File: src/rtl/csp_pkg.sv
// Shared types and constants for the one-place CSP channel.
package csp_pkg;

  // Handshake protocols known to the channel family; only P4PhaseBD is built here.
  typedef enum logic [1:0] {P4PhaseBD, P2PhaseBD, P4PhaseDR} hs_protocol_e;

  // Send side: S_IDLE waits for a request, S_ACK waits for the return-to-zero.
  typedef enum logic {S_IDLE, S_ACK} send_state_e;

  // Receive side: R_IDLE waits for a token, R_REQ waits for ack, R_RTZ waits for ack release.
  typedef enum logic [1:0] {R_IDLE, R_REQ, R_RTZ} recv_state_e;

  localparam int unsigned DEFAULT_WIDTH = 8;

endpackage

File: src/rtl/csp_sync.sv
// Flop chain for bringing an asynchronous handshake wire into clk.
// Only instantiated with STAGES >= 1.
module csp_sync #(
  parameter int unsigned STAGES = 2
) (
  input  logic clk,
  input  logic rst_n,
  input  logic d,
  output logic q
);

  logic [STAGES-1:0] chain;

  // Shift the input through STAGES flops; reset clears the chain to 0.
  always_ff @(posedge clk or negedge rst_n) begin
    if (!rst_n) begin
      chain <= '0;
    end else begin
      chain[0] <= d;
      for (int i = 1; i < STAGES; i++) begin
        chain[i] <= chain[i-1];
      end
    end
  end

  assign q = chain[STAGES-1];

endmodule

File: src/rtl/csp_channel.sv
// One-place CSP channel, 4-phase bundled data, with occupancy, transfer count
// and sticky protocol-error reporting.
//   state  | meaning
//   S_IDLE | snd_ack low, waiting for a request while the buffer is free
//   S_ACK  | token captured, snd_ack high, waiting for snd_req to fall
//   R_IDLE | rcv_req low, waiting for the buffer to fill
//   R_REQ  | rcv_req high, waiting for rcv_ack
//   R_RTZ  | rcv_req low again, waiting for rcv_ack to fall before freeing
module csp_channel
  import csp_pkg::*;
#(
  parameter int unsigned  WIDTH       = DEFAULT_WIDTH,
  parameter int unsigned  SYNC_STAGES = 0,
  parameter int unsigned  CNT_W       = 32,
  parameter hs_protocol_e PROTOCOL    = P4PhaseBD
) (
  input  logic             clk,
  input  logic             rst_n,
  input  logic             snd_req,
  input  logic [WIDTH-1:0] snd_data,
  output logic             snd_ack,
  output logic             rcv_req,
  output logic [WIDTH-1:0] rcv_data,
  input  logic             rcv_ack,
  output logic             full,
  output logic [CNT_W-1:0] xfer_count,
  output logic             proto_err
);

  if (PROTOCOL != P4PhaseBD) begin : g_bad_protocol
    $error("csp_channel: only P4PhaseBD handshake is implemented");
  end
  if (SYNC_STAGES > 3) begin : g_bad_sync
    $error("csp_channel: SYNC_STAGES must be 0..3");
  end

  logic        req_s;
  logic        ack_s;
  send_state_e s_state;
  recv_state_e r_state;
  logic        req_s_prev;
  logic        req_raw_prev;
  logic [WIDTH-1:0] data_prev;
  logic        capture;
  logic        release_buf;

  if (SYNC_STAGES == 0) begin : g_nosync
    assign req_s = snd_req;
    assign ack_s = rcv_ack;
  end else begin : g_sync
    csp_sync #(.STAGES(SYNC_STAGES)) u_sync_req (
      .clk(clk), .rst_n(rst_n), .d(snd_req), .q(req_s)
    );
    csp_sync #(.STAGES(SYNC_STAGES)) u_sync_ack (
      .clk(clk), .rst_n(rst_n), .d(rcv_ack), .q(ack_s)
    );
  end

  // Capture uses registered full, so it can never coincide with the release edge.
  assign capture     = (s_state == S_IDLE) && req_s && !full;
  assign release_buf = (r_state == R_RTZ) && !ack_s;

  // Send FSM: acknowledge on capture, drop ack once the request returns to zero.
  always_ff @(posedge clk or negedge rst_n) begin
    if (!rst_n) begin
      s_state <= S_IDLE;
      snd_ack <= 1'b0;
    end else begin
      case (s_state)
        S_IDLE: if (capture) begin
          s_state <= S_ACK;
          snd_ack <= 1'b1;
        end
        S_ACK: if (!req_s) begin
          s_state <= S_IDLE;
          snd_ack <= 1'b0;
        end
        default: begin
          s_state <= S_IDLE;
          snd_ack <= 1'b0;
        end
      endcase
    end
  end

  // Token buffer and occupancy flag.
  always_ff @(posedge clk or negedge rst_n) begin
    if (!rst_n) begin
      rcv_data <= '0;
      full     <= 1'b0;
    end else if (capture) begin
      rcv_data <= snd_data;
      full     <= 1'b1;
    end else if (release_buf) begin
      full     <= 1'b0;
    end
  end

  // Receive FSM: offer the token, then free it and count after the ack returns to zero.
  always_ff @(posedge clk or negedge rst_n) begin
    if (!rst_n) begin
      r_state    <= R_IDLE;
      rcv_req    <= 1'b0;
      xfer_count <= '0;
    end else begin
      case (r_state)
        R_IDLE: if (full) begin
          r_state <= R_REQ;
          rcv_req <= 1'b1;
        end
        R_REQ: if (ack_s) begin
          r_state <= R_RTZ;
          rcv_req <= 1'b0;
        end
        R_RTZ: if (!ack_s) begin
          r_state    <= R_IDLE;
          xfer_count <= xfer_count + CNT_W'(1);
        end
        default: begin
          r_state <= R_IDLE;
          rcv_req <= 1'b0;
        end
      endcase
    end
  end

  // Sticky protocol-violation detection; observes only, never steers the FSMs.
  always_ff @(posedge clk or negedge rst_n) begin
    if (!rst_n) begin
      req_s_prev   <= 1'b0;
      req_raw_prev <= 1'b0;
      data_prev    <= '0;
      proto_err    <= 1'b0;
    end else begin
      req_s_prev   <= req_s;
      req_raw_prev <= snd_req;
      data_prev    <= snd_data;
      if ((s_state == S_IDLE) && req_s_prev && !req_s)
        proto_err <= 1'b1;
      if ((s_state == S_IDLE) && !full && snd_req && req_raw_prev && (snd_data != data_prev))
        proto_err <= 1'b1;
      if ((r_state == R_IDLE) && ack_s)
        proto_err <= 1'b1;
    end
  end

endmodule

File: config.mk
export PLATFORM = sky130hd
export DESIGN_NAME = csp_channel
export DESIGN_NICKNAME = d
export VERILOG_FILES = /design/src/rtl/csp_pkg.sv /design/src/rtl/csp_sync.sv /design/src/rtl/csp_channel.sv
export SDC_FILE = /design/constraint.sdc
export NUM_CORES = 1
export LEC_CHECK = 0
export ABC_CLOCK_PERIOD_IN_PS = 3700
export CAP_MARGIN = 20
export CORE_MARGIN = 4
export CORE_UTILIZATION = 53
export CTS_BUF_LIST = sky130_fd_sc_hd__clkbuf_16
export CTS_CLUSTER_DIAMETER = 120
export DETAILED_ROUTE_END_ITERATION = 8
export GPL_ROUTABILITY_DRIVEN = 0
export HOLD_SLACK_MARGIN = 0.15
export PLACE_DENSITY = 0.83
export REMOVE_ABC_BUFFERS = 1
export SYNTH_ARGS = -nofsm -noshare
export SYNTH_HDL_FRONTEND = slang
export SYNTH_SLANG_ARGS = --single-unit
File: constraint.sdc
create_clock -name clk -period 3.7 [get_ports clk]
set_input_delay 0.37 -clock clk [delete_from_list [all_inputs] [get_ports clk]]
set_output_delay 0.37 -clock clk [all_outputs]
set_load 0.02 [all_outputs]
==> reports/qor.json <==
{
  "run_status": {
    "outcome": "finished clean"
  },
  "setup_path": {
    "worst_ep_required_time_ns": 3.91,
    "setup.worst_path.end_class": "flop",
    "cell_breakdown_of_the_critical_path": "clkdlybuf4s50_1, nand4bb_1, or3_4, nor4_2, xor2_1",
    "critPathTopFamily": "simple AND/OR/NAND/NOR gates",
    "critical_path.max_stage_delay_ns": 0.53,
    "crit_slowest_cell": "clkdlybuf4s50_1",
    "cp_max_fo": 6,
    "worstPathArrival_ns": 2.08,
    "startpoint_type": "input port",
    "cp.buffers_inverters": 1,
    "internal_reg_to_reg_setup_slack_ns": 1.86,
    "crit_type": "input port to flop"
  },
  "timing": {
    "max-slew-margin-rel_pct": 65.76,
    "setup_tns_final_ns": 0,
    "finalHoldViolations": 0,
    "worstMarginPinSlew_ns": 0.5136,
    "timing.clock.skew_ns": 0.003438,
    "period_minus_slack_ns": 1.871,
    "rsz0062_at_grt": "false",
    "max_clock_freq_ghz": 0.5344,
    "post-route-period-util_pct": 50.57,
    "finalSetupViolations": 0,
    "slew_violations": 0
  },
  "global_routing": {
    "grt_overflow_total": 0,
    "number_of_global_route_vias_before_repair": 1761,
    "pin_count_of_the_biggest_net_entering_global_routing": 35,
    "groute.usage.overall_pct": 17.73,
    "grt_pass1_wl_mm": 8.507,
    "grt_antenna_before_repair": 0
  },
  "route": {
    "detailedRoute.firstIterationViolations": 139,
    "detail_route.drc_violations": 0,
    "detailed_router_iteration_count_before_antenna_repair": 4,
    "detail_route.vias_per_cell": 5.409,
    "via_total_after_detailed_routing": 1693,
    "wirelength_mm": 4.798,
    "final_antenna_net_count": 0,
    "post_drt_wl_per_cell_um": 15.33
  },
  "yosys": {
    "synth-adder-area-share_pct": 0.5094,
    "yosys.cell_count.top_type": "dfrtp_1",
    "synth.cells.most_frequent": "dfrtp_1, xnor2_1, xor2_1, nand2_1, nand4_1",
    "syn-cell-area_mm2": 0.002456,
    "synth.mux.area_fraction_pct": 4.126,
    "synth_sequential_area_ratio_pct": 57.06,
    "synth_cells": 199,
    "post_synthesis_area_per_instance_um2": 12.34,
    "async_reset_ff_share_pct": 100.0,
    "synth_top_cell_by_area": "dfrtp_1",
    "synth.ff_latch_count": 56,
    "parity_gate_share_of_the_synthesized_area_counting_xor_and_xnor_cells_pct": 14.26,
    "synth_top_flop_cell": "dfrtp_1",
    "yosysTopAreaCellShare_pct": 57.06,
    "synth-edff-count": 0,
    "compound_gate_fraction_of_synth_area_pct": 2.598,
    "unique_masters_post_synth": 35,
    "synth_top_family_by_area": "simple AND/OR/NAND/NOR gates",
    "ys.warnings.count": 0,
    "yosys.area_share.simple_pct": 19.56,
    "netlist_top_cells_area": "dfrtp_1, xnor2_1, xor2_1"
  },
  "clocking": {
    "clk_transition_reported_paths_ns": 0.07,
    "cts_tree": "yes",
    "cts-root-to-sink-buffers": 2,
    "worstSkewPairLatency_ns": 0.29,
    "clock_tree.htree_level_count": 2,
    "post_cts_buffers": 0,
    "ctsRootBufferMaster": "clkbuf_16",
    "numClockSinks": 56,
    "tritoncts_buffer_count": 5
  },
  "pwr": {
    "peakVddDrop_v": 0.0003823,
    "power_per_cell_area_mw_per_mm2": 541.3,
    "share_seq_of_total_power_pct": 47.4,
    "power.combinational.fraction_pct": 27.1,
    "leakage_nw": 1.420,
    "power_report.internal_total_mw": 1.205,
    "swShare_pct": 30.43,
    "power_frac_clock_pct": 25.6,
    "switchingPower_uw": 527.2
  },
  "final_layout": {
    "utilization_pct": 72.51,
    "filler_cell_count": 307,
    "antenna_cells_inserted": 0,
    "final-seq-area_mm2": 0.001401,
    "share_of_post_route_cells_with_drive_strength_above_1_pct": 10.34,
    "instances_no_fill": 313,
    "flow.area_growth_from_synthesis_pct": 30.31,
    "nNetsFinal": 273,
    "multi_input_area_mm2": 0.001008,
    "final_cell_area_mm2": 0.003201
  },
  "floorplan": {
    "design.portCount": 56,
    "dieWidth_um": 76.08,
    "core-area_mm2": 0.004414,
    "floorplan.die.height_um": 76.08,
    "design.die.area_mm2": 0.005787,
    "start_util_pct": 55.64,
    "placement_rows": 24
  },
  "place": {
    "detailed_placement_hpwl_mm": 3.514,
    "numPlacedInstances": 304,
    "placement.cell_area_mm2": 0.003054,
    "placement.io_buffers": 55
  },
  "job": {
    "max_cap_violations": 0
  },
  "hold_path": {
    "min-delay-path-class": "flop to flop"
  }
}
==> routing by layer <==
metal,GRT usage [%],vias to the layer above,wire [um]
met5,0,-,0
met4,6.119,0,58
met3,5.201,6,322
met2,28.17,54,2320
met1,23.19,814,2096
li1,-,819,-
==> final cells by class <==
type | count | area share, %
clock buffers | 5 | 3.909
clock inverters | 3 | 0.3518
inverters | 7 | 0.8210
multi-input cells | 133 | 31.51
flip-flops and latches | 56 | 43.78
well taps | 52 | 2.033
repair buffers | 57 | 17.59
==> worst reg2reg max path, delay by kind of cell, from the launching register on <==
| family | cells | cell delay, ns |
|---|---|---|
| AND/OR/NAND/NOR | 3 | 1.18 |
| flip-flops | 1 | 0.42 |
| XOR/XNOR | 1 | 0.17 |
==> through the flow <==
stage / hold WS [ns] / power [mW] / worst slack [ns]
4_1_cts: 0.4870 / 1.750 / 1.826
3_5_place_dp: 0.3669 / 1.303 / 1.527
2_1_floorplan: 0.07441 / 1.062 / 2.031
5_1_grt: 0.4983 / 1.824 / 1.665
3_3_place_gp: 0.3656 / 1.292 / 1.597
6_report: 0.4857 / 1.732 / 1.829
==> flip-flops by register name, summed over array words and instances, names as in the netlist <==
| register | count |
|---|---|
| rcv_data | 8 |
| r_state | 2 |
| req_raw_prev | 1 |
| xfer_count | 32 |
| snd_ack | 1 |
| proto_err | 1 |
| s_state | 1 |
| full | 1 |
| data_prev | 8 |
| rcv_req | 1 |
==> what timing repair did <==
item,CTS,global route
gates resized for setup,0,0
hold buffers,1,0
hold endpoints to repair,22,0
==> power by group through the flow <==
stage                     Sequential, mW  Combinational, mW  Clock (mW)
after global routing               0.839              0.506       0.479
final                              0.821              0.469       0.443
after detailed placement           0.830              0.473           0
after floorplan                    0.910              0.152           0
after global placement             0.827              0.465           0
after CTS                          0.821              0.477       0.452
==> placed cells by master, fill, tap and decap left out, types with 2 or more instances in the layout <==
master           Yosys  routed
nand2_1             14      14
nand3_1              5       5
clkbuf_16            0       5
and3_1              10      10
xor2_1              17      17
clkdlybuf4s50_1      0      54
dfrtp_1             56      56
nor4_2               5       5
and2_1               2       2
nand4_1             11      11
inv_1                7       9
nor2_1               9       9
mux2_2               9       9
and4_1               2       2
nor3_1               8       8
xnor2_1             23      23
==> kinds of logic (layout without fill, tap and decap cells) <==
kind of cell,after synthesis,after routing
adder cells (fa/ha/maj),1,1
AO/OA/AOI/OAI,9,9
buffers and inverters,10,72
multiplexers,9,9
flip-flops,56,56
XOR/XNOR,40,40
AND/OR/NAND/NOR,74,74
==> path summary, 6_finish.rpt <==
kind,start,to,cells past startpoint
setup / recovery,rcv_ack,xfer_count[31],5
hold / removal,xfer_count[17],xfer_count[17],1
setup reg to reg,xfer_count[7],xfer_count[23],4
hold reg to reg,xfer_count[17],xfer_count[17],1
max in group asynchronous,rst_n,xfer_count[24],3
min in group asynchronous,rst_n,xfer_count[9],2
Power figures use the tool's default switching activity.
